--- config.mk ---
export PLATFORM = sky130hd
export DESIGN_NAME = riscv_wb_arbiter
export DESIGN_NICKNAME = d
export VERILOG_FILES = /design/src/rtl/riscv_wb_pkg.sv /design/src/rtl/riscv_wb_fifo.sv /design/src/rtl/riscv_wb_arbiter.sv
export SDC_FILE = /design/constraint.sdc
export NUM_CORES = 1
export LEC_CHECK = 0
export CAP_MARGIN = 20
export CORE_MARGIN = 5
export CORE_UTILIZATION = 40
export DETAILED_ROUTE_END_ITERATION = 16
export PLACE_DENSITY_LB_ADDON = 0.2
export SLEW_MARGIN = 20
export SYNTH_ARGS = -nofsm -noshare
export SYNTH_HDL_FRONTEND = slang
export SYNTH_SLANG_ARGS = --single-unit
export TNS_END_PERCENT = 100
--- constraint.sdc ---
create_clock -name clk -period 2.8 [get_ports clk]
set_clock_uncertainty 0.15 [all_clocks]
set_input_delay 0.28 -clock clk [delete_from_list [all_inputs] [get_ports clk]]
set_output_delay 0.28 -clock clk [all_outputs]
set_load 0.05 [all_outputs]
--- src/rtl/riscv_wb_pkg.sv ---
// Shared types and helpers for the integer register file writeback front end.
//   wb_req_t   : one register write (destination + data)
//   NUM_WORDS  : number of architectural registers
//   ptr_width  : pointer width for a power-of-two FIFO depth
package riscv_wb_pkg;
  localparam int WB_ADDR_W = 5;
  localparam int WB_DATA_W = 32;
  localparam int NUM_WORDS = 2 ** WB_ADDR_W;

  typedef struct packed {
    logic [WB_ADDR_W-1:0] waddr;
    logic [WB_DATA_W-1:0] wdata;
  } wb_req_t;

  function automatic int ptr_width(int depth);
    return (depth > 1) ? $clog2(depth) : 1;
  endfunction
endpackage

--- src/rtl/riscv_wb_fifo.sv ---
// Small synchronous FIFO of wb_req_t holding load writebacks.
//   push/wdata : write an entry (ignored when full)
//   pop        : drop the head entry (ignored when empty)
//   rdata      : head entry, valid while !empty
//   full/empty/count : occupancy, all from registered state
module riscv_wb_fifo
  import riscv_wb_pkg::*;
#(
  parameter int DEPTH = 2
) (
  input  logic                       clk,
  input  logic                       rst,
  input  logic                       push,
  input  wb_req_t                    wdata,
  input  logic                       pop,
  output wb_req_t                    rdata,
  output logic                       full,
  output logic                       empty,
  output logic [ptr_width(DEPTH):0]  count
);
  localparam int PW = ptr_width(DEPTH);
  localparam logic [PW:0] FULL_CNT = (PW + 1)'(DEPTH);

  wb_req_t       mem [DEPTH];
  logic [PW-1:0] wr_ptr, rd_ptr;
  logic          do_push, do_pop;

  assign full    = (count == FULL_CNT);
  assign empty   = (count == '0);
  assign do_push = push && !full;
  assign do_pop  = pop && !empty;
  assign rdata   = mem[rd_ptr];

  // DEPTH is a power of two, so natural pointer overflow is the modulo wrap.
  always_ff @(posedge clk or posedge rst) begin
    if (rst) begin
      wr_ptr <= '0;
      rd_ptr <= '0;
      count  <= '0;
    end else begin
      if (do_push) wr_ptr <= wr_ptr + 1'b1;
      if (do_pop)  rd_ptr <= rd_ptr + 1'b1;
      case ({do_push, do_pop})
        2'b10:   count <= count + 1'b1;
        2'b01:   count <= count - 1'b1;
        default: ;
      endcase
    end
  end

  // Storage needs no reset: nothing reads it while empty.
  always_ff @(posedge clk) begin
    if (do_push) mem[wr_ptr] <= wdata;
  end
endmodule

--- src/rtl/riscv_wb_arbiter.sv ---
// Write-side front end of the integer register file.
//   ex_*        : execute results, no backpressure, written on port a one cycle later
//   lsu_issue_* : load issue, marks destination busy
//   lsu_*       : load data via valid/ready into a FIFO, written on port b
//   waddr/wdata/we_{a,b}_o : register file write ports
//   busy_o      : outstanding load destinations
//   collide_o   : pulse when a load write is dropped in favour of an execute write
//   idle_o      : nothing buffered, nothing pending
module riscv_wb_arbiter
  import riscv_wb_pkg::*;
#(
  parameter int ADDR_WIDTH     = WB_ADDR_W,
  parameter int DATA_WIDTH     = WB_DATA_W,
  parameter int LSU_FIFO_DEPTH = 2
) (
  input  logic                       clk,
  input  logic                       rst,
  input  logic                       ex_valid_i,
  input  logic [ADDR_WIDTH-1:0]      ex_waddr_i,
  input  logic [DATA_WIDTH-1:0]      ex_wdata_i,
  input  logic                       lsu_issue_i,
  input  logic [ADDR_WIDTH-1:0]      lsu_issue_addr_i,
  input  logic                       lsu_valid_i,
  output logic                       lsu_ready_o,
  input  logic [ADDR_WIDTH-1:0]      lsu_waddr_i,
  input  logic [DATA_WIDTH-1:0]      lsu_wdata_i,
  output logic [ADDR_WIDTH-1:0]      waddr_a_o,
  output logic [DATA_WIDTH-1:0]      wdata_a_o,
  output logic                       we_a_o,
  output logic [ADDR_WIDTH-1:0]      waddr_b_o,
  output logic [DATA_WIDTH-1:0]      wdata_b_o,
  output logic                       we_b_o,
  output logic [2**ADDR_WIDTH-1:0]   busy_o,
  output logic                       collide_o,
  output logic                       idle_o
);
  localparam int NW = 2 ** ADDR_WIDTH;

  // Execute stage register; its contents drive port a directly.
  wb_req_t ex_q;
  logic    ex_vld_q;

  always_ff @(posedge clk or posedge rst) begin
    if (rst) begin
      ex_vld_q <= 1'b0;
      ex_q     <= '0;
    end else begin
      ex_vld_q <= ex_valid_i;
      ex_q     <= '{waddr: ex_waddr_i, wdata: ex_wdata_i};
    end
  end

  assign waddr_a_o = ex_q.waddr;
  assign wdata_a_o = ex_q.wdata;
  assign we_a_o    = ex_vld_q && (ex_q.waddr != '0);

  // Load writeback buffer.
  wb_req_t                       head;
  logic                          fifo_full, fifo_empty;
  logic [ptr_width(LSU_FIFO_DEPTH):0] fifo_count;
  logic                          head_fire;

  // Debug hold on the FIFO head; tied off in silicon, lets a bench stall port b.
  logic hold_pop;
  assign hold_pop = 1'b0;

  riscv_wb_fifo #(.DEPTH(LSU_FIFO_DEPTH)) u_fifo (
    .clk   (clk),
    .rst   (rst),
    .push  (lsu_valid_i),
    .wdata ('{waddr: lsu_waddr_i, wdata: lsu_wdata_i}),
    .pop   (head_fire),
    .rdata (head),
    .full  (fifo_full),
    .empty (fifo_empty),
    .count (fifo_count)
  );

  assign lsu_ready_o = !fifo_full;
  assign head_fire   = !fifo_empty && !hold_pop;

  // The register file favours port b, so an older load targeting the same
  // register as the execute write must be dropped here.
  assign collide_o = head_fire && ex_vld_q && (head.waddr == ex_q.waddr) &&
                     (head.waddr != '0);
  assign we_b_o    = head_fire && (head.waddr != '0) && !collide_o;
  assign waddr_b_o = head_fire ? head.waddr : '0;
  assign wdata_b_o = head_fire ? head.wdata : '0;

  // Busy scoreboard: a popped head (written or discarded) clears its bit;
  // a new issue in the same cycle wins.
  logic [NW-1:0] busy_q, set_mask, clr_mask;

  always_comb begin
    set_mask = '0;
    clr_mask = '0;
    if (lsu_issue_i) set_mask[lsu_issue_addr_i] = 1'b1;
    if (head_fire)   clr_mask[head.waddr]       = 1'b1;
    set_mask[0] = 1'b0;
  end

  always_ff @(posedge clk or posedge rst) begin
    if (rst) busy_q <= '0;
    else     busy_q <= (busy_q & ~clr_mask) | set_mask;
  end

  assign busy_o = busy_q;
  assign idle_o = fifo_empty && !ex_vld_q && (busy_q == '0);

  a_issue_not_busy: assert property (@(posedge clk) disable iff (rst)
    (lsu_issue_i && lsu_issue_addr_i != '0) |-> !busy_q[lsu_issue_addr_i]);

  logic unused_count;
  assign unused_count = ^fifo_count;
endmodule

==> summary.md, run 1 <==
The signal arrival time at the worst endpoint was 2.25 ns; the total of fill cells in the finished design was 1048. The delay of the slowest cell on the worst path came out at 0.54 ns. Buffers placed on the I/O ports in this run total 194. Of the synthesized area, sequential elements account for 74.7%.

Clock tree synthesis selected as its root buffer the cell sky130_fd_sc_hd__clkbuf_16. Power spread over the standard cell area amounts to 1270 mW/mm^2. The signal on the critical path passes through buf_2 -> buf_4 -> mux2i_1 -> nor2_1 -> dlygate4sd2_1. The maximum fanout count along the critical path is 15. The number of enable-type register cells in the synthesized netlist is 74.

The global-route wire length before repair is 22300 um, and the final cell count without fillers is 765. In this design, the largest share of critical-path delay is due to buffers and inverters. In this run the standard cell core region covers 0.0133 sq mm. The number of max-slew violations in the final report is 0, and the via count normalized by instance count is 5.11. The first detailed-routing pass took 5 iterations. Final hold violation count: 0.

The top cell types in the final layout, fill and taps aside, are 175 x sky130_fd_sc_hd__clkdlybuf4s50_1, 74 x sky130_fd_sc_hd__edfxtp_1, 73 x sky130_fd_sc_hd__dfrtp_1. In this run the vertical extent of the chip is 127 um. The total via count in the routed design is 3907.

The fmax is 0.373 GHz, and the post-synthesis sequential element count is 148. STA classifies the critical path endpoint as a primary output. The clock drives 148 sinks.

The final cell area excluding filler cells was 0.00830 sq mm; the post-route core utilization was 62.4%. The tools report the pin count of the biggest net entering global routing as 48. The H-tree generated during clock tree synthesis spans 4 levels. The growth of design area from synthesis to finish is 52.1%. After detailed routing, the number of remaining DRC violations is 0. In this run the cell area of the synthesized design comes to 0.00546 sq mm. The floorplan die width was 127 um. During synthesis, Yosys emitted a total of 0 warnings. Counting tap cells, the placed design contains a total of 731 instances. The run gives 287 as the DRC marker count from the first detailed-route iteration. The tools report the startpoint type of the worst setup path as a flop. The logs give 449 for the net count after synthesis and 0.0161 sq mm for the area enclosed by the die boundary. TritonCTS built the clock tree.

The routed wirelength normalized by instance count is 18.7 um, and the net count reported at finish is 661. For the initial core utilization, the log shows 41.0%. Counting every instance in the synthesized netlist gives 364. The run gives 0 as the number of setup violations in the final report. In the final layout, the share of cells above drive strength 1 is 10.7%. The worst setup path is of the reg -> out kind. For this design the top-level I/O count stands at 195. In this run the core area contains 42 standard-cell rows.

In this run the worst hold path is classified as in -> async. The wire length reported by the detailed router came out at 14300 um. The number of antenna diodes in the final layout is 0. The clock input transition at the sequential cells of the worst setup and hold paths works out to 0.06 ns.

Slowest cell on the critical path: sky130_fd_sc_hd__dfrtp_4. For this run, the leading register cell type out of synthesis is sky130_fd_sc_hd__edfxtp_1. The logs give 0 for the initial antenna violation count and 0 for the antenna violation net count after detailed routing.

The count of distinct cell types in the synthesized netlist was 33. The run gives 0.00768 sq mm as the placed cell area. Most common cell after layout, fill and taps aside: sky130_fd_sc_hd__clkdlybuf4s50_1.

The worst slew slack as a fraction of its limit is 61.1%, and the endpoint required time on the critical path is 2.37 ns. The total overflow left after global routing is 0. For the pin with the worst max-slew slack, the measured transition is 0.582 ns. The tools report the total CTS buffers as 17. The run finished with clean final reports.

The tools report the maximum vdd ir drop as 0.913 mV. The number of buffers on the longest clock path was 2. Averaged over all synthesized cells, the footprint is 15.0 sq um. The tool flagged a number of max-cap violations equal to 0. Detailed placement ended at an HPWL of 10200 um.

The congestion estimate from routability-driven global placement came to 0.849. The number of global-route vias before repair is 4087, and the fraction of registers with async set or reset after synthesis is 50.0%. The share of the cycle needed by the critical path after routing works out to 95.6%. The worst-skew pair later-pin latency is 0.41 ns.

Summed over all cells, the static leakage comes to 3.21 nW. The number of buffer and inverter stages on the critical path was 3. The worst path in the final design needs a cycle of 2.68 ns, including I/O delays and setup. Setup repair after global routing could not meet its margin everywhere.

Global routing used 17.9% of the available tracks.
-- stage by stage --
stage               hold WS [ns]  TNS (ns)  power [W]  worst slack (ns)
floorplan                  0.161         0    0.00653             0.177
global placement           0.371         0    0.00832             0.395
detailed placement         0.384         0    0.00838             0.340
CTS                        0.105         0     0.0106          0.000635
global route               0.132   -0.0268     0.0110           -0.0268
finish                     0.101         0     0.0105             0.122
-- where the power goes --
group | switching [W] | internal, W
logic | 0.00340 | 0.00164
registers | 0.000367 | 0.00288
clock network | 0.000829 | 0.00143
total | 0.00460 | 0.00594
-- sequential cells by signal, summed over array words and instances (netlist names) --
register	flops
ex_vld_q	1
u_fifo.mem	74
u_fifo.wr_ptr	1
wdata_a_o	32
u_fifo.count	2
waddr_a_o	5
busy_o	32
u_fifo.rd_ptr	1
-- final timing paths --
check / startpoint / endpoint / slack (ns) / depth (start not counted)
max: u_fifo.rd_ptr$_DFFE_PP0N_ / wdata_b_o[23] / 0.12 / 5
min: rst / wdata_a_o[1]$_DFF_PP0_ / 0.10 / 2
max reg2reg: u_fifo.rd_ptr$_DFFE_PP0N_ / busy_o[6]$_DFF_PP0_ / 0.73 / 5
min reg2reg: u_fifo.wr_ptr$_DFFE_PP0P_ / u_fifo.wr_ptr$_DFFE_PP0P_ / 0.39 / 1
max in group asynchronous: rst / wdata_a_o[18]$_DFF_PP0_ / 1.75 / 3
min in group clk: ex_wdata_i[15] / wdata_a_o[15]$_DFF_PP0_ / 0.16 / 1
-- synth_stat cells, types with 3 or more instances --
master	number	area [sq um]
sky130_fd_sc_hd__dfrtp_1	74	1850
sky130_fd_sc_hd__edfxtp_1	74	2220
sky130_fd_sc_hd__o21ai_0	62	310
sky130_fd_sc_hd__nor2_1	43	161
sky130_fd_sc_hd__mux2i_1	33	330
sky130_fd_sc_hd__nand3_1	16	80.1
sky130_fd_sc_hd__xnor2_1	9	78.8
sky130_fd_sc_hd__nor4_1	7	43.8
sky130_fd_sc_hd__mux2_2	5	56.3
sky130_fd_sc_hd__nand3b_1	5	37.5
sky130_fd_sc_hd__clkbuf_1	4	15.0
sky130_fd_sc_hd__buf_2	3	15.0
sky130_fd_sc_hd__nand2_1	3	11.3
-- per-layer routing --
layer	GRT usage (%)	up-vias	wire length [um]
met5	0	-	0
met4	7.95	0	380
met2	28.3	171	6970
met1	22.5	1934	5790
li1	-	1768	-
met3	6.09	34	1150
-- layout make-up --
class	instances	area [sq um]	area share, %
multi-input combinational	205	1360	16.3
timing repair buffer	202	2040	24.6
clock inverter	8	93.8	1.13
inverter	2	7.51	0.0904
clock buffer	24	502	6.04
tap	176	220	2.65
sequential	148	4080	49.1
-- cell families after synthesis --
kind of cell | Yosys count | synth area share [%]
AOI/OAI and AO/OA | 66 | 6.19
xor gates and xnor gates | 10 | 1.61
adders and majority gates | 1 | 0.229
buffers and inverters | 11 | 1.03
DFF | 148 | 74.7
muxes | 42 | 8.42
and+or+nand+nor | 86 | 7.87
-- what timing repair did --
action	CTS	global route
setup endpoints to repair	16	8
endpoints found under the hold margin	0	0
pin swaps	0	0
hold buffers	0	0
resized for setup	13	9
setup buffers	0	2
Power figures use the tool's default switching activity.
==> run 2, diff against run 1 <==
CTS_CLUSTER_DIAMETER = 60   (was not set)
==> results of run 2 <==
No change in the layout: final DEF, timing and power equal those of run 1.
